### src/rtl/mac_arbiter_if.sv
// Bundle between the requester engines / MAC pipeline and mac_arbiter.
// The arbiter connects through the slave modport; the environment drives the master side.
interface mac_arbiter_if #(
  parameter int NREQ = 4,
  parameter int DW   = 16
);
  // Handshake: requester i holds req[i] with its operands stable; the operation
  // transfers in every cycle where req[i] & gnt[i]. Results return on rsp_valid
  // with no backpressure, so a requester must take rsp_data in that same cycle.
  logic [NREQ-1:0]        req;
  logic [NREQ-1:0]        req_en;
  logic [NREQ*DW-1:0]     req_a;
  logic [NREQ*DW-1:0]     req_b;
  logic [NREQ*2*DW-1:0]   req_c;
  logic [NREQ-1:0]        gnt;
  logic [DW-1:0]          mac_a;
  logic [DW-1:0]          mac_b;
  logic [2*DW-1:0]        mac_c;
  logic                   mac_nop;
  logic [2*DW:0]          mac_p;
  logic [NREQ-1:0]        rsp_valid;
  logic [2*DW:0]          rsp_data;
  logic                   idle;

  modport master (
    output req, req_en, req_a, req_b, req_c, mac_p,
    input  gnt, mac_a, mac_b, mac_c, mac_nop, rsp_valid, rsp_data, idle
  );

  modport slave (
    input  req, req_en, req_a, req_b, req_c, mac_p,
    output gnt, mac_a, mac_b, mac_c, mac_nop, rsp_valid, rsp_data, idle
  );
endinterface

### src/rtl/mac_arbiter.sv
// Round-robin scheduler sharing one pipelined MAC among NREQ requesters, with a
// tag pipeline that routes each result back to its issuer and per-requester credit caps.
module mac_arbiter #(
  parameter int NREQ   = 4,
  parameter int DW     = 16,
  parameter int LAT    = 7,
  parameter int MAXOUT = 4
) (
  input  logic          clk,
  input  logic          aclr_n,
  mac_arbiter_if.slave  bus_if
);

  localparam int IW = (NREQ > 1) ? $clog2(NREQ) : 1;
  localparam int CW = $clog2(MAXOUT + 1);
  localparam int PW = 2 * DW + 1;

  logic [NREQ-1:0]  elig;
  logic             xfer;
  logic [IW-1:0]    sel;
  int               cand;
  logic [NREQ-1:0]  gnt;

  logic [IW-1:0]    ptr_q, ptr_d;
  logic [CW-1:0]    cnt_q [NREQ];
  logic [CW-1:0]    cnt_d [NREQ];
  logic [NREQ-1:0]  inc_v, dec_v;

  logic [DW-1:0]    mac_a_q, mac_a_d;
  logic [DW-1:0]    mac_b_q, mac_b_d;
  logic [2*DW-1:0]  mac_c_q, mac_c_d;
  logic             mac_nop_q, mac_nop_d;

  logic             iss_v_q, iss_v_d;
  logic [IW-1:0]    iss_id_q, iss_id_d;
  logic [LAT-1:0]   tag_v_q;
  logic [IW-1:0]    tag_id_q [LAT];
  logic             tail_v;
  logic [IW-1:0]    tail_id;

  logic [NREQ-1:0]  rsp_valid_q, rsp_valid_d;
  logic [PW-1:0]    rsp_data_q, rsp_data_d;
  logic             idle_q, idle_d;

  // Reset gates eligibility so gnt is zero while aclr_n is low.
  always_comb begin
    elig = '0;
    for (int i = 0; i < NREQ; i++) begin
      elig[i] = bus_if.req[i] & bus_if.req_en[i] & (cnt_q[i] < CW'(MAXOUT)) & aclr_n;
    end
  end

  always_comb begin
    xfer = 1'b0;
    sel  = '0;
    cand = 0;
    for (int k = 1; k <= NREQ; k++) begin
      cand = (int'(ptr_q) + k) % NREQ;
      if (!xfer && elig[IW'(cand)]) begin
        xfer = 1'b1;
        sel  = IW'(cand);
      end
    end
  end

  always_comb begin
    gnt = '0;
    for (int i = 0; i < NREQ; i++) begin
      gnt[i] = xfer && (sel == IW'(i));
    end
  end

  always_comb begin
    ptr_d     = xfer ? sel : ptr_q;
    mac_a_d   = mac_a_q;
    mac_b_d   = mac_b_q;
    mac_c_d   = mac_c_q;
    mac_nop_d = !xfer;
    iss_v_d   = xfer;
    iss_id_d  = sel;
    if (xfer) begin
      mac_a_d = bus_if.req_a[int'(sel)*DW +: DW];
      mac_b_d = bus_if.req_b[int'(sel)*DW +: DW];
      mac_c_d = bus_if.req_c[int'(sel)*2*DW +: 2*DW];
    end
  end

  // The issue register carries the tag during the mac_* cycle; LAT further
  // stages put the tail tag in the same cycle as the matching mac_p.
  assign tail_v  = tag_v_q[LAT-1];
  assign tail_id = tag_id_q[LAT-1];

  always_comb begin
    inc_v = '0;
    dec_v = '0;
    for (int i = 0; i < NREQ; i++) begin
      inc_v[i] = xfer && (sel == IW'(i));
      dec_v[i] = tail_v && (tail_id == IW'(i));
      cnt_d[i] = cnt_q[i];
      if (inc_v[i] && !dec_v[i]) begin
        cnt_d[i] = cnt_q[i] + CW'(1);
      end else if (dec_v[i] && !inc_v[i]) begin
        cnt_d[i] = cnt_q[i] - CW'(1);
      end
    end
  end

  always_comb begin
    rsp_valid_d = '0;
    rsp_data_d  = rsp_data_q;
    for (int i = 0; i < NREQ; i++) begin
      rsp_valid_d[i] = tail_v && (tail_id == IW'(i));
    end
    if (tail_v) begin
      rsp_data_d = bus_if.mac_p;
    end
  end

  // Credit counters already cover issue, pipeline and the response cycle.
  always_comb begin
    idle_d = !xfer;
    for (int i = 0; i < NREQ; i++) begin
      if (cnt_q[i] != '0) begin
        idle_d = 1'b0;
      end
    end
  end

  always_ff @(posedge clk or negedge aclr_n) begin
    if (!aclr_n) begin
      ptr_q       <= IW'(NREQ - 1);
      mac_a_q     <= '0;
      mac_b_q     <= '0;
      mac_c_q     <= '0;
      mac_nop_q   <= 1'b1;
      iss_v_q     <= 1'b0;
      iss_id_q    <= '0;
      tag_v_q     <= '0;
      rsp_valid_q <= '0;
      rsp_data_q  <= '0;
      idle_q      <= 1'b1;
      for (int i = 0; i < NREQ; i++) begin
        cnt_q[i] <= '0;
      end
      for (int k = 0; k < LAT; k++) begin
        tag_id_q[k] <= '0;
      end
    end else begin
      ptr_q       <= ptr_d;
      mac_a_q     <= mac_a_d;
      mac_b_q     <= mac_b_d;
      mac_c_q     <= mac_c_d;
      mac_nop_q   <= mac_nop_d;
      iss_v_q     <= iss_v_d;
      iss_id_q    <= iss_id_d;
      tag_v_q     <= {tag_v_q[LAT-2:0], iss_v_q};
      rsp_valid_q <= rsp_valid_d;
      rsp_data_q  <= rsp_data_d;
      idle_q      <= idle_d;
      for (int i = 0; i < NREQ; i++) begin
        cnt_q[i] <= cnt_d[i];
      end
      tag_id_q[0] <= iss_id_q;
      for (int k = 1; k < LAT; k++) begin
        tag_id_q[k] <= tag_id_q[k-1];
      end
    end
  end

  assign bus_if.gnt       = gnt;
  assign bus_if.mac_a     = mac_a_q;
  assign bus_if.mac_b     = mac_b_q;
  assign bus_if.mac_c     = mac_c_q;
  assign bus_if.mac_nop   = mac_nop_q;
  assign bus_if.rsp_valid = rsp_valid_q;
  assign bus_if.rsp_data  = rsp_data_q;
  assign bus_if.idle      = idle_q;

endmodule

### src/flat_wrapper.sv
// flat-port wrapper written by rule: the top's interface ports become plain ports
module mac_arbiter_flat 
#(
  parameter int NREQ   = 4,
  parameter int DW     = 16,
  parameter int LAT    = 7,
  parameter int MAXOUT = 4
)
  (clk, aclr_n, bus_if_req, bus_if_req_en, bus_if_req_a, bus_if_req_b, bus_if_req_c, bus_if_mac_p, bus_if_gnt, bus_if_mac_a, bus_if_mac_b, bus_if_mac_c, bus_if_mac_nop, bus_if_rsp_valid, bus_if_rsp_data, bus_if_idle);
  mac_arbiter_if #(.NREQ(NREQ), .DW(DW)) bus_if_i ();
  input  logic clk;
  input  logic aclr_n;
  input wire logic [$bits(bus_if_i.req)-1:0] bus_if_req;
  input wire logic [$bits(bus_if_i.req_en)-1:0] bus_if_req_en;
  input wire logic [$bits(bus_if_i.req_a)-1:0] bus_if_req_a;
  input wire logic [$bits(bus_if_i.req_b)-1:0] bus_if_req_b;
  input wire logic [$bits(bus_if_i.req_c)-1:0] bus_if_req_c;
  input wire logic [$bits(bus_if_i.mac_p)-1:0] bus_if_mac_p;
  output wire logic [$bits(bus_if_i.gnt)-1:0] bus_if_gnt;
  output wire logic [$bits(bus_if_i.mac_a)-1:0] bus_if_mac_a;
  output wire logic [$bits(bus_if_i.mac_b)-1:0] bus_if_mac_b;
  output wire logic [$bits(bus_if_i.mac_c)-1:0] bus_if_mac_c;
  output wire logic [$bits(bus_if_i.mac_nop)-1:0] bus_if_mac_nop;
  output wire logic [$bits(bus_if_i.rsp_valid)-1:0] bus_if_rsp_valid;
  output wire logic [$bits(bus_if_i.rsp_data)-1:0] bus_if_rsp_data;
  output wire logic [$bits(bus_if_i.idle)-1:0] bus_if_idle;
  assign bus_if_i.req = bus_if_req;
  assign bus_if_i.req_en = bus_if_req_en;
  assign bus_if_i.req_a = bus_if_req_a;
  assign bus_if_i.req_b = bus_if_req_b;
  assign bus_if_i.req_c = bus_if_req_c;
  assign bus_if_i.mac_p = bus_if_mac_p;
  assign bus_if_gnt = bus_if_i.gnt;
  assign bus_if_mac_a = bus_if_i.mac_a;
  assign bus_if_mac_b = bus_if_i.mac_b;
  assign bus_if_mac_c = bus_if_i.mac_c;
  assign bus_if_mac_nop = bus_if_i.mac_nop;
  assign bus_if_rsp_valid = bus_if_i.rsp_valid;
  assign bus_if_rsp_data = bus_if_i.rsp_data;
  assign bus_if_idle = bus_if_i.idle;
  mac_arbiter #(.NREQ(NREQ), .DW(DW), .LAT(LAT), .MAXOUT(MAXOUT)) u_core (.clk(clk), .aclr_n(aclr_n), .bus_if(bus_if_i));
endmodule
### config.mk
export PLATFORM = sky130hd
export DESIGN_NAME = mac_arbiter_flat
export DESIGN_NICKNAME = d
export VERILOG_FILES = /design/src/rtl/mac_arbiter_if.sv /design/src/rtl/mac_arbiter.sv /design/src/flat_wrapper.sv
export SDC_FILE = /design/constraint.sdc
export NUM_CORES = 1
export LEC_CHECK = 0
export CAP_MARGIN = 30
export CORE_AREA = 2 2 159 161
export CTS_CLUSTER_SIZE = 10
export DETAILED_ROUTE_END_ITERATION = 16
export DIE_AREA = 0 0 161 163
export PLACE_DENSITY = 0.66
export SYNTH_ARGS = -nofsm -noshare
export SYNTH_HDL_FRONTEND = slang
export SYNTH_SLANG_ARGS = --single-unit
### constraint.sdc
create_clock -name clk -period 2.9 [get_ports clk]
set_input_delay 0.58 -clock clk [delete_from_list [all_inputs] [get_ports clk]]
set_output_delay 0.58 -clock clk [all_outputs]
set_load 0.01 [all_outputs]
* Word level (Yosys, flattened, before mapping)
Cells that the tools add are included.
W data, S select, Z words.
** Storage, ports and cells
- Register bits :: 141
- Bits in latches :: 0
- Memory bits (writable) :: 0
- ROM bits :: 0
- Bits of input ports :: 299
- Output and inout port bits :: 107
- Logic and storage cells :: 136
- Memories :: 0
** Operators by class
- Add/sub/neg operators :: 12
- Multipliers :: 0
- Divide/modulo/power cells :: 0
- Order comparisons :: 8
- Equality and inequality tests :: 6
- Shifts and indexed selects :: 3
- Mux-type cells :: 32
- Bitwise gates (word level) :: 12
- Reductions and logical operators :: 41
** Operator list (count)
- $shiftx A128 B8 Y32 :: 1
- $shiftx A64 B7 Y16 :: 2
- $mux W3 :: 8
- $logic_and A1 B1 Y1 :: 19
- $lt A2 B4 Y1 const B :: 4
- $mux W1 :: 16
- $add A3 B1 Y3 const B :: 4
- $and A1 B1 Y1 :: 12
- $logic_not A1 Y1 :: 12
- $lt A3 B3 Y1 const B :: 4
- $reduce_bool A3 Y1 :: 4
- $sub A3 B1 Y3 const B :: 4
- $bmux W1 S2 :: 4
- $eq A2 B2 Y1 const B :: 4
- $mux W2 :: 4
- $reduce_bool A2 Y1 :: 4
- $add A2 B1 Y2 const B :: 2
- $add A2 B2 Y2 const B :: 2
- $eq A2 B1 Y1 const B :: 2
- $logic_not A2 Y1 :: 2

* Logic depth before layout (Yosys ltp)
- Depth in word-level cells :: 22
- Gate-level depth with buffers :: 14
- Mapped depth without buffers :: 12

* Least setup slack after synthesis
Ideal clock, no wire load.
- Path type :: input to register
- Start :: input bus_if_req[3]
- End :: register u_core.cnt_q[2] in the netlist's numbering
- Setup time :: 0.079 ns
- Arrival time :: 2.980 ns
- Data required time :: 2.821 ns
- Path slack :: -0.159 ns
- Cell stages on the path :: 13
- Path buffers :: 3
- Cell sequence :: nand4b_1 nor3_1 a211oi_2 buf_4 buf_12 buf_6 nor3_1 ha_1 inv_1 fa_1 xor2_1 nor2_1 xor2_1
** On the way
- Word-level cells in the longest chain between the ends :: 21
- Elaborated cells on any way between the ends :: 36
- Those cells by class :: eq/ne: 1; mux: 21; bitwise: 3; reduce/logical: 11
** RTL lines
- start: declaration :: line flat_wrapper.sv:13 : input wire logic [$bits(bus_if_i.req)-1:0] bus_if_req;
- $and A1 B1 Y1 (*) (3 in series) :: line mac_arbiter.sv:49 : elig[i] = bus_if.req[i] & bus_if.req_en[i] & (cnt_q[i] < CW'(MAXOUT)) & aclr_n;
- $bmux W1 S2 :: line mac_arbiter.sv:59 : if (!xfer && elig[IW'(cand)]) begin
- $mux W1 (not written as such) (2 in series) :: line mac_arbiter.sv:59
- $mux W1 :: line mac_arbiter.sv:59
- $logic_not A1 Y1 :: line mac_arbiter.sv:59
- $logic_and A1 B1 Y1 :: line mac_arbiter.sv:59
- $mux W1 :: line mac_arbiter.sv:59
- $logic_not A1 Y1 :: line mac_arbiter.sv:59
- (+3 left out)
- $logic_and A1 B1 Y1 :: line mac_arbiter.sv:59
- $mux W2 :: line mac_arbiter.sv:59
- $eq A2 B2 Y1
- $logic_and A1 B1 Y1 (*)
- net bus_if_gnt[3] :: line flat_wrapper.sv:19 : output wire logic [$bits(bus_if_i.gnt)-1:0] bus_if_gnt;
- $logic_not A1 Y1 :: line mac_arbiter.sv:102 : end else if (dec_v[i] && !inc_v[i]) begin
- $logic_and A1 B1 Y1 :: line mac_arbiter.sv:102
- $reduce_bool A2 Y1 (no line)
- end signal: indexed assignment :: line mac_arbiter.sv:161 : cnt_q[i] <= cnt_d[i];
- end: declaration :: line mac_arbiter.sv:25 : logic [CW-1:0] cnt_q [NREQ];
Mark *: on every way through the listed nets, which the timed path passes. The rest lies on a longest branch. The select of a mux whose other input is x is not followed.
A chain may end at the register's enable or synchronous reset.

* Worst setup path after layout
- Start :: input bus_if_req_en[0]
- End :: output bus_if_gnt[2]
** On the way
- Word-level cells in the longest chain between the ends :: 18
- Elaborated cells on any way between the ends :: 31
- Those cells by class :: eq/ne: 1; mux: 20; bitwise: 3; reduce/logical: 7
** RTL lines
- start: declaration :: line flat_wrapper.sv:14 : input wire logic [$bits(bus_if_i.req_en)-1:0] bus_if_req_en;
- $and A1 B1 Y1 (*) (3 in series) :: line mac_arbiter.sv:49
- $bmux W1 S2 :: line mac_arbiter.sv:59
- $mux W1 (not written as such) (2 in series) :: line mac_arbiter.sv:59
- $mux W1 :: line mac_arbiter.sv:59
- $logic_not A1 Y1 :: line mac_arbiter.sv:59
- $logic_and A1 B1 Y1 :: line mac_arbiter.sv:59
- $mux W1 :: line mac_arbiter.sv:59
- $logic_not A1 Y1 :: line mac_arbiter.sv:59
- $logic_and A1 B1 Y1 :: line mac_arbiter.sv:59
- $mux W1 :: line mac_arbiter.sv:59
- $logic_not A1 Y1 :: line mac_arbiter.sv:59
- $logic_and A1 B1 Y1 :: line mac_arbiter.sv:59
- $mux W2 (*) :: line mac_arbiter.sv:59
- net u_core.iss_id_d[0] :: line mac_arbiter.sv:35 : logic [IW-1:0] iss_id_q, iss_id_d;
- $eq A2 B2 Y1 (*) :: line mac_arbiter.sv:69 : gnt[i] = xfer && (sel == IW'(i));
- $logic_and A1 B1 Y1 (*) :: line mac_arbiter.sv:69
- end: declaration :: line flat_wrapper.sv:19
Marks and branches as above.

==> results.py <==
metrics = {
    "sta": {
        "whs_ns": 0.134,
        "hold_viol": 0,
        "min_period_ns": 2.82,
        "setup_viol": 0,
        "min_period_over_period": 0.973,
        "skew_ns": 0.0137,
        "rsz0062_at_grt": "false",
        "max_freq_mhz": 354,
        "worst_pin_slew_ns": 0.945,
        "finalMaxSlewViolations": 0,
        "timing.slew.headroom": 0.370,
    },
    "cts": {
        "clk_pin_slew_ns": 0.07,
        "clk_path_buf_depth": 2,
        "cts_tree": "done",
        "cts_buffers": 17,
        "insertion_delay_ns": 0.42,
        "cts_sinks": 141,
        "clockRootBuffer": "clkbuf_16",
        "cts_htree_levels": 4,
    },
    "grt": {
        "antenna_found_initial": 1,
        "grt_pass1_vias": 6396,
        "grt_remaining_overflow": 0,
        "grt_max_degree": 68,
        "grt_pass1_wl_um": 35700,
        "gr-usage-all-layers": 0.176,
    },
    "worst_setup_path": {
        "cp.arrival_ns": 2.24,
        "cp.buffers_inverters": 4,
        "crit_chain": "clkdlybuf4s50_1 > and4b_4 > o22ai_2 > a211oi_4 > buf_4 > inv_2 > nor3_4 > buf_6",
        "rr_worst_depth": 12,
        "critPathTopFamily": "buffers and inverters",
        "worstSetupPathDepth": 8,
        "end_kind": "output pin",
        "cp_max_fo": 3,
        "timing.rr.start": "u_core.ptr_q[1]$_DFFE_PN1P_",
        "rrSetupSlack_ns": 0.16,
        "slowest_stage": "clkdlybuf4s50_1",
        "critPathLaunchType": "input port",
        "r2r_end": "u_core.cnt_q[5]$_DFFE_PN0P_",
        "worstSetupPathType": "in2out",
        "cpPeakStageDelay_ns": 0.47,
        "crit_required_ns": 2.32,
    },
    "power": {
        "peakVddDrop_mv": 0.338,
        "power_density_mw_per_mm2": 800,
        "power_uw": 9900,
        "p_leak_uw": 0.00569,
    },
    "hold_path": {
        "worstHoldPathType": "in2async",
    },
    "floorplanning": {
        "ios": 406,
        "die_y_um": 163,
        "die_area_mm2": 0.0262,
        "row_count": 58,
        "die_w_um": 161,
        "start_util": 0.289,
        "core-area_mm2": 0.0247,
    },
    "synthesis": {
        "synthCells": 545,
        "async_flop_share": 1.00,
        "ys_ff_latch": 141,
        "synth_fp_nets": 852,
        "synth_edf_count": 0,
        "avgSynthCellArea_um2": 13.1,
        "yosysWarnings": 0,
        "yosysSeqAreaShare": 0.496,
        "synth_cell_type_count": 41,
        "syn_area_mm2": 0.00713,
        "ys.flop_type": "dfrtp_1",
    },
    "routing": {
        "vias_per_cell": 4.61,
        "met3_length_um": 1770,
        "wl_met1_um": 9520,
        "num_vias": 6062,
        "drc": 0,
        "top_layer": "met4",
        "final_antenna_net_count": 0,
        "drt_iter0_markers": 206,
        "dr.pass1.iters": 4,
        "wl_per_cell_um": 17.8,
        "wirelength_um": 23400,
        "wl_met2_um": 11800,
    },
    "placement": {
        "routabilityCongestion": 0.786,
        "portBuffers": 405,
        "dp_hpwl_um": 17300,
        "place_inst": 1276,
    },
    "final_layout": {
        "multi_input_area_mm2": 0.00335,
        "fillers": 2282,
        "layout-drive-gt1-share": 0.181,
        "final_cells": 1315,
        "fin_nets": 1278,
        "seq_area_mm2": 0.00353,
        "area_delta_synth_final_pct": 73.5,
    },
    "status": {
        "outcome": "complete, no violations",
    },
    "flow_run": {
        "maxCapViolCount": 0,
    },
}
[cells in the mapped netlist (2+ instances only)]
cell      instances  share of area
buf_4             6         0.0063
a221oi_2         40          0.084
buf_2            10         0.0070
dfstp_2           4          0.015
buf_1             2         0.0011
nor3_1            4         0.0028
dfrtp_1         137           0.48
clkbuf_4          2         0.0021
nand3_1           2         0.0014
ha_1              4         0.0070
nand2_1           2         0.0011
nor4_1            3         0.0026
nand4b_1          3         0.0037
a21oi_1           3         0.0021
buf_6             6         0.0095
inv_1            10         0.0053
nor2_1           71          0.037
fa_1              4          0.011
mux2_2           37          0.058
buf_12            3         0.0084
xnor2_1           4         0.0049
clkbuf_1         10         0.0053
and2_1            2         0.0018
mux2i_1         128           0.18
inv_2             2         0.0011
xor2_1            8         0.0098
a221oi_1         24          0.029
[sequential cells by signal (all words and copies together), names as in the netlist, 2 cells and up]
signal                   cells
u_core.tag_id_q             12
u_core.bus_if.mac_b         16
u_core.bus_if.mac_c         32
u_core.ptr_q                 2
u_core.tag_v_q               7
u_core.bus_if.mac_a         16
u_core.cnt_q                12
u_core.bus_if.rsp_data      33
u_core.tail_id               2
u_core.iss_id_q              2
u_core.bus_if.rsp_valid      4
[report_power, final]
part           switching, uW  internal (uW)  leakage [uW]  total (uW)
clock                    991           1320      0.000302        2310
combinational           1750           2540       0.00374        4290
sequential               505           2790       0.00165        3300
[logic make-up (layout without fill, tap and decap cells)]
logic type               after synthesis  count (layout)  synth area share
buffers and inverters                 51             490            0.0460
adder cells (fa/ha/maj)                8               8            0.0183
XOR/XNOR                              12              12            0.0147
multiplexers                         165             165             0.238
other                                  0               1                 0
AO/OA/AOI/OAI                         74              74             0.128
flip-flops                           141             141             0.496
AND/OR/NAND/NOR                       94              94            0.0590
[metal layers]
metal  track usage  up-vias
li1              -     2880
met1         0.210     2910
met2         0.309      254
met3        0.0509       18
met4        0.0519        0
met5             0        -
[metrics by stage]
stage	setup WS (ns)	cell area [um^2]	TNS, ns	utilization
after floorplan	-0.00703	7150	-0.00881	-
after detailed placement	-0.465	11700	-20.00	0.473
after global routing	0.00732	12400	0	0.501
after CTS	0.00163	12300	0	0.500
after global placement	-0.432	11700	-17.42	0.472
final	0.0775	12400	0	0.501
[final cells by class]
type                    instances  area share
clock buffers                  17      0.0344
multi-input cells             353       0.271
repair buffers                446       0.356
flip-flops and latches        141       0.286
diodes                          1    0.000202
clock inverters                15      0.0157
well taps                     330      0.0334
inverters                      12     0.00364
[cell usage in the layout (no fill, tap or decap), drive strengths merged, types with 4 or more instances in the layout]
cell type and instances:
buf 44, inv 20, clkinv 4, clkbuf 19
ha 4, nor2 72, mux2 37, mux2i 128
dfrtp 137, clkdlybuf4s50 399, nor3 4, dfstp 4
xor2 8, xnor2 4, fa 4, a221oi 64
[worst reg2reg max path, delay by kind of cell (launching register included)]
| kind | cells | cell delay [ns] |
|---|---|---|
| adder cells (fa/ha/maj) | 2 | 0.56 |
| AND/OR/NAND/NOR | 3 | 0.56 |
| AO/OA/AOI/OAI | 2 | 0.39 |
| XOR/XNOR | 2 | 0.30 |
| flip-flops | 1 | 0.60 |
| buffers and inverters | 3 | 0.25 |
[worst max-delay path by stage]
stage | startpoint | to | slack (ns)
after floorplan | aclr_n | u_core.cnt_q[5]$_DFFE_PN0P_ | -0.007
after global placement | bus_if_req[0] | bus_if_gnt[2] | -0.43
after detailed placement | bus_if_req[0] | bus_if_gnt[2] | -0.47
after CTS | bus_if_req[3] | bus_if_gnt[3] | 0.002
after global routing | bus_if_req_en[1] | bus_if_gnt[2] | 0.007
final | bus_if_req_en[0] | bus_if_gnt[2] | 0.08
[timing repair]
action                     4_1_cts  5_1_grt
hold buffers                     0        0
setup endpoints to repair        4        7
buffers inserted                 4        3
resized for setup               15        8
pin swaps                        7        3
cloned                           0        0
No activity file was read; power rests on OpenSTA's default activity.
